[config.mk]
export PLATFORM = sky130hd
export DESIGN_NAME = stage_sequencer
export DESIGN_NICKNAME = d
export VERILOG_FILES = /design/src/rtl/stage_sequencer.sv
export SDC_FILE = /design/constraint.sdc
export NUM_CORES = 1
export LEC_CHECK = 0
export ABC_AREA = 1
export CAP_MARGIN = 20
export CORE_MARGIN = 1
export CORE_UTILIZATION = 55
export CTS_CLUSTER_DIAMETER = 100
export DETAILED_ROUTE_END_ITERATION = 10
export DONT_BUFFER_PORTS = 1
export PLACE_DENSITY_LB_ADDON = 0.2
export SLEW_MARGIN = 20
export SYNTH_ARGS = -nofsm -noshare
export SYNTH_HDL_FRONTEND = slang
export SYNTH_SLANG_ARGS = --single-unit
[constraint.sdc]
create_clock -name clk -period 1.57 [get_ports clk]
set_input_delay 0.157 -clock clk [delete_from_list [all_inputs] [get_ports clk]]
set_output_delay 0.157 -clock clk [all_outputs]
set_load 0.01 [all_outputs]
[src/rtl/stage_sequencer.sv]
// stage_sequencer: multi-cycle instruction stage sequencer.
// Steps each instruction through IF, IF_WAIT, ID, EX, MEM, MEM_WAIT and WB.
// In each state's exit cycle it pulses that stage's write enable.
// Optional feature macro STAGE_SEQ_MEM_HANDSHAKE_EN: IF_WAIT/MEM_WAIT exit on
// imem_ready/dmem_ready instead of on fixed wait counts.
// Ports:
//   clk, reset_n            clock, async active-low reset
//   run                     leave INIT when high
//   stall                   freeze the sequencer (overrides every exit condition)
//   ex_busy                 hold in EX while the EX unit is still computing
//   halt_req                in the WB exit cycle, go to HALT instead of IF
//   imem_ready, dmem_ready  memory ready strobes (handshake build only)
//   *_wren                  per-stage write enables, high only in exit cycles
//   stage_reset_n           pipeline-latch reset, low only in INIT
//   stage                   current state code
//   halted                  high in HALT
//   instret                 retired-instruction count (wraps)
module stage_sequencer #(
    parameter int unsigned IF_WAIT   = 1,
    parameter int unsigned MEM_WAIT  = 1,
    parameter int unsigned CNT_W     = 4,
    parameter int unsigned INSTRET_W = 32
) (
    input  logic                 clk,
    input  logic                 reset_n,
    input  logic                 run,
    input  logic                 stall,
    input  logic                 ex_busy,
    input  logic                 halt_req,
`ifdef STAGE_SEQ_MEM_HANDSHAKE_EN
    input  logic                 imem_ready,
    input  logic                 dmem_ready,
`endif
    output logic                 pc_wren,
    output logic                 wb_if_wren,
    output logic                 if_id_wren,
    output logic                 id_ex_wren,
    output logic                 ex_mem_wren,
    output logic                 mem_wb_wren,
    output logic                 ram_wren,
    output logic                 reg_wren,
    output logic                 stage_reset_n,
    output logic [3:0]           stage,
    output logic                 halted,
    output logic [INSTRET_W-1:0] instret
);

    typedef enum logic [3:0] {
        S_INIT     = 4'd0,
        S_IF       = 4'd1,
        S_IF_WAIT  = 4'd2,
        S_ID       = 4'd3,
        S_EX       = 4'd4,
        S_MEM      = 4'd5,
        S_MEM_WAIT = 4'd6,
        S_WB       = 4'd7,
        S_HALT     = 4'd8
    } state_e;

    state_e               state_q, state_d;
    state_e               next_c;
    logic                 exit_c;
    logic                 illegal_c;
    logic                 if_done_c;
    logic                 mem_done_c;
    logic [INSTRET_W-1:0] instret_q, instret_d;

`ifdef STAGE_SEQ_MEM_HANDSHAKE_EN
    assign if_done_c  = imem_ready;
    assign mem_done_c = dmem_ready;
`else
    localparam logic [CNT_W-1:0] IF_LAST  = CNT_W'(IF_WAIT - 1);
    localparam logic [CNT_W-1:0] MEM_LAST = CNT_W'(MEM_WAIT - 1);

    logic [CNT_W-1:0] cnt_q, cnt_d;

    assign if_done_c  = (cnt_q == IF_LAST);
    assign mem_done_c = (cnt_q == MEM_LAST);

    // Wait counter: zero outside the wait states so entry always starts at 0.
    always_comb begin
        cnt_d = '0;
        if ((state_q == S_IF_WAIT) || (state_q == S_MEM_WAIT)) begin
            if (stall)        cnt_d = cnt_q;
            else if (!exit_c) cnt_d = cnt_q + CNT_W'(1);
        end
    end

    always_ff @(posedge clk or negedge reset_n) begin
        if (!reset_n) cnt_q <= '0;
        else          cnt_q <= cnt_d;
    end
`endif

    // Exit condition and successor for the current state.
    always_comb begin
        exit_c    = 1'b0;
        next_c    = S_INIT;
        illegal_c = 1'b0;
        case (state_q)
            S_INIT:     begin exit_c = run;        next_c = S_IF;       end
            S_IF:       begin exit_c = 1'b1;       next_c = S_IF_WAIT;  end
            S_IF_WAIT:  begin exit_c = if_done_c;  next_c = S_ID;       end
            S_ID:       begin exit_c = 1'b1;       next_c = S_EX;       end
            S_EX:       begin exit_c = !ex_busy;   next_c = S_MEM;      end
            S_MEM:      begin exit_c = 1'b1;       next_c = S_MEM_WAIT; end
            S_MEM_WAIT: begin exit_c = mem_done_c; next_c = S_WB;       end
            S_WB:       begin exit_c = 1'b1;       next_c = halt_req ? S_HALT : S_IF; end
            S_HALT:     begin exit_c = 1'b0;       next_c = S_HALT;     end
            default:    illegal_c = 1'b1;
        endcase
        if (stall) exit_c = 1'b0;
    end

    // Next state, Moore-decoded enables gated by the exit cycle, retire count.
    always_comb begin
        state_d     = state_q;
        instret_d   = instret_q;
        pc_wren     = 1'b0;
        wb_if_wren  = 1'b0;
        if_id_wren  = 1'b0;
        id_ex_wren  = 1'b0;
        ex_mem_wren = 1'b0;
        mem_wb_wren = 1'b0;
        ram_wren    = 1'b0;
        reg_wren    = 1'b0;
        if (illegal_c) begin
            state_d = S_INIT;
        end else if (exit_c) begin
            state_d = next_c;
            case (state_q)
                S_IF_WAIT:  if_id_wren  = 1'b1;
                S_ID:       id_ex_wren  = 1'b1;
                S_EX:       ex_mem_wren = 1'b1;
                S_MEM: begin
                    pc_wren  = 1'b1;
                    ram_wren = 1'b1;
                end
                S_MEM_WAIT: mem_wb_wren = 1'b1;
                S_WB: begin
                    wb_if_wren = 1'b1;
                    reg_wren   = 1'b1;
                    instret_d  = instret_q + INSTRET_W'(1);
                end
                default: ;
            endcase
        end
    end

    always_ff @(posedge clk or negedge reset_n) begin
        if (!reset_n) begin
            state_q   <= S_INIT;
            instret_q <= '0;
        end else begin
            state_q   <= state_d;
            instret_q <= instret_d;
        end
    end

    assign stage         = state_q;
    assign halted        = (state_q == S_HALT);
    assign stage_reset_n = (state_q != S_INIT);
    assign instret       = instret_q;

endmodule

==> reports/metrics.csv <==
stage;metric;value;unit
grt;track_usage;32.3;%
critical_path;endpoint_kind;primary output;
routing;drtIter0Drc;215;
grt;use_met1;40.2;%
clock_tree;clkTransAtPathRegs;70;ps
floorplanning;rows;25;
routing;vias;2891;
logic_synthesis;yosys_warnings;0;
routing;first_pass_iters;5;
finish;layoutNonFillerInstCount;543;
sta;fin_crit;1730;ps
grt;gr-total-overflow;0;
logic_synthesis;syn_inst;404;
critical_path;cpPeakStageDelay;430;ps
critical_path;cp_slowest_cell;dfrtp_2;
placement;post_dp_cell_area;3020;µm²
grt;grt_first_pass_wirelength;12700;µm
logic_synthesis;ys_types;27;
sta;finalSetupViolCount;25;
logic_synthesis;synth_compound_area_share;2.19;%
logic_synthesis;yosys-top-cells-count;nand2_1 (206), nor2_1 (59), dfrtp_1 (40);
power;swShare;39.5;%
power;intPower;2100;µW
floorplanning;die-area;5160;µm²
finish;ff_latch_area;1010;µm²
run_status;status;complete, but fails checks;
clock_tree;cts_buffer_depth;2;
job;maxCapViolations;0;
sta;timing.final.ws_setup;-164;ps
sta;min_period_over_period;110;%
critical_path;critPathArrivalTime;1580;ps
placement;io_buffers;0;
finish;fillers;346;
finish;diodes;0;
floorplanning;die_y;71.9;µm
routing;wl_per_cell;14.9;µm
power;p_total;3470;µW
logic_synthesis;syn_area_per_cell;6.64;µm²
placement;placedCellCount;505;
logic_synthesis;syn_area;2680;µm²
logic_synthesis;synthMuxAreaShare;0;%
logic_synthesis;synthAdderAreaFrac;1.40;%
critical_path;crit_chain;buf_4 > nand2_2 > inv_2 > a21oi_2 > nand3_2 > nand2_4 > inv_2 > nand2_4 > nor2_4;
sta;skew;10.9;ps
finish;area.growth.synth_to_final;30.8;%
logic_synthesis;synth.net_count;413;
finish;utilization;74.3;%
power;p_per_area;989;nW/µm²
logic_synthesis;synth_top_area_cell;dfrtp_1;
logic_synthesis;synthFlopType;dfrtp_1;
logic_synthesis;synth-seq-area-share;37.3;%
run_status;violations;negative setup slack;
logic_synthesis;synth_top_family_by_area;simple AND/OR/NAND/NOR gates;
grt;grt_use_met2;52.6;%
logic_synthesis;synthSimpleGateAreaFrac;47.7;%
logic_synthesis;ys_ff_latch;40;
sta;max_freq;577;MHz
grt;grt_max_degree;41;
logic_synthesis;synthTopCellsByArea;dfrtp_1 (37%), nand2_1 (29%), nor2_1 (8.3%), xor2_1 (4.6%), nand3b_1 (4.5%);
power;comb_power_share;44.7;%
sta;slew_headroom;77.3;%
finish;drive_gt1_share;24.8;%
floorplanning;initial_core_util;56.8;%
routing;route.detailed.vias_per_inst;5.32;
power;p_seq_share;34.5;%
clock_tree;cts_sinks;40;
routing;drc_errors;0;
clock_tree;cts_root_buf;clkbuf_8;
routing;final_antenna_net_count;0;
clock_tree;worst_skew_pair.late_latency;300;ps
grt;antenna_found_initial;0;
logic_synthesis;synth_edf_count;0;
sta;tightest_slew;339;ps
sta;hold_violations;0;
logic_synthesis;yosys.cell_count.top_type;nand2_1;
power;p_leak;0.00174;µW
power;peakVddDrop;1.22;mV
sta;finalMaxSlewViolations;0;
logic_synthesis;synth-async-reset-ratio;100;%
floorplanning;core_region_area;4720;µm²
clock_tree;cts.htree.levels;2;
placement;post-place-ws;-108;ps
critical_path;path_class;reg2out;
critical_path;cp.required;1410;ps
finish;multiInputGateArea;1700;µm²
placement;hpwl;4940;µm
critical_path;start_kind;flop;
floorplanning;io_pins;52;
critical_path;worst-path-max-fanout;6;
min_path;worstHoldPathType;in2reg;
power;pwr-share-clk;20.8;%
floorplanning;die_w;71.9;µm
placement;gp_congestion;0.872;
logic_synthesis;yosys.area.top_type_share;37.3;%
grt;met3_usage;8.44;%
clock_tree;cts_tree;built;
finish;final_nets;484;
routing;finalWirelength;8080;µm
sta;rsz0062_at_grt;true;
power;p_sw;1370;µW
grt;grt_busiest_layer;met2;
logic_synthesis;synthXorXnorAreaFrac;5.55;%
grt;grt_pass1_vias;2716;
finish;fin_area;3510;µm²
clock_tree;cts_buffers;5;
[flip-flops by register name, indices dropped and copies added, names as in the netlist]
signal / count
instret: 32
cnt_q: 4
stage: 4
[through the flow]
| step | setup TNS, ps | hold WS [ps] |
|---|---|---|
| after detailed placement | -2930 | -138 |
| final | -1650 | 8.30 |
| after CTS | -1090 | 8.59 |
| after global routing | -3520 | 16.4 |
| after floorplan | 0 | -139 |
| after global placement | -867 | -138 |
[cell families after synthesis]
logic type                 Yosys count
and+or+nand+nor                    303
DFF                                 40
xor gates and xnor gates            17
buffers and inverters               30
AOI/OAI and AO/OA                   11
adders and majority gates            3
[routing by layer]
layer	part of all wire [%]	wire (µm)
met5	0	0
met4	3.7	297
met3	8.3	667
met2	48	3850
met1	40	3260
[layout by cell type (no fill, tap or decap)]
master and instances:
xor2_1 14, a21oi_2 1, ha_1 2, nand2_2 2
buf_12 1, clkbuf_8 6, inv_1 15, ha_4 1
nor2_8 1, nand3b_1 16, nor2_1 47, nand2_4 3
o22ai_1 1, buf_4 64, dlygate4sd3_1 3, nand3_4 3
nor2_4 11, nand2_1 203, clkbuf_1 2, inv_4 2
nand3_2 2, o21ai_0 3, dfrtp_1 34, dfrtp_2 6
inv_2 4, o21ai_1 4, nor2_2 8, o31ai_1 1
xnor2_1 3, o21ai_2 1, buf_6 1, nor3_4 1
nand3_1 10
[worst paths after layout]
path | start | end | slack (ps) | cells past startpoint
max | stage[1] | mem_wb_wren | -160 | 9
min | stall | cnt_q[2] | 8 | 2
max reg2reg | stage[1] | instret[1] | -70 | 11
min reg2reg | cnt_q[3] | cnt_q[3] | 580 | 2
max in group asynchronous | reset_n | stage[1] | 1020 | 2
min in group asynchronous | reset_n | instret[19] | 320 | 2
[final cells by class]
type,instances,area share [%]
Multi-Input combinational cell,338,48.5
Sequential cell,40,28.7
Timing Repair Buffer,69,15.4
Clock buffer,8,2.57
Inverter,21,2.39
Tap cell,67,2.39
[critical path: cells and delay by family (launching register included)]
family	cells	cell delay [ps]
AOI/OAI and AO/OA	1	110
buffers and inverters	3	260
DFF	1	430
and+or+nand+nor	5	460
[power groups by stage]
stage	Clock, µW	Combinational, µW	Sequential, µW
after floorplan	0	574	1240
after global placement	0	890	1190
after detailed placement	0	909	1200
after CTS	735	1340	1190
after global routing	772	1650	1210
final	723	1550	1200
[what timing repair did]
item	in CTS	in global routing
gates cloned	3	1
hold buffers	4	0
setup endpoints to repair	43	47
gates resized for setup	22	24
endpoints found under the hold margin	42	0
pin swaps	8	11
buffers inserted	22	3
(Power assumes the default switching activity.)
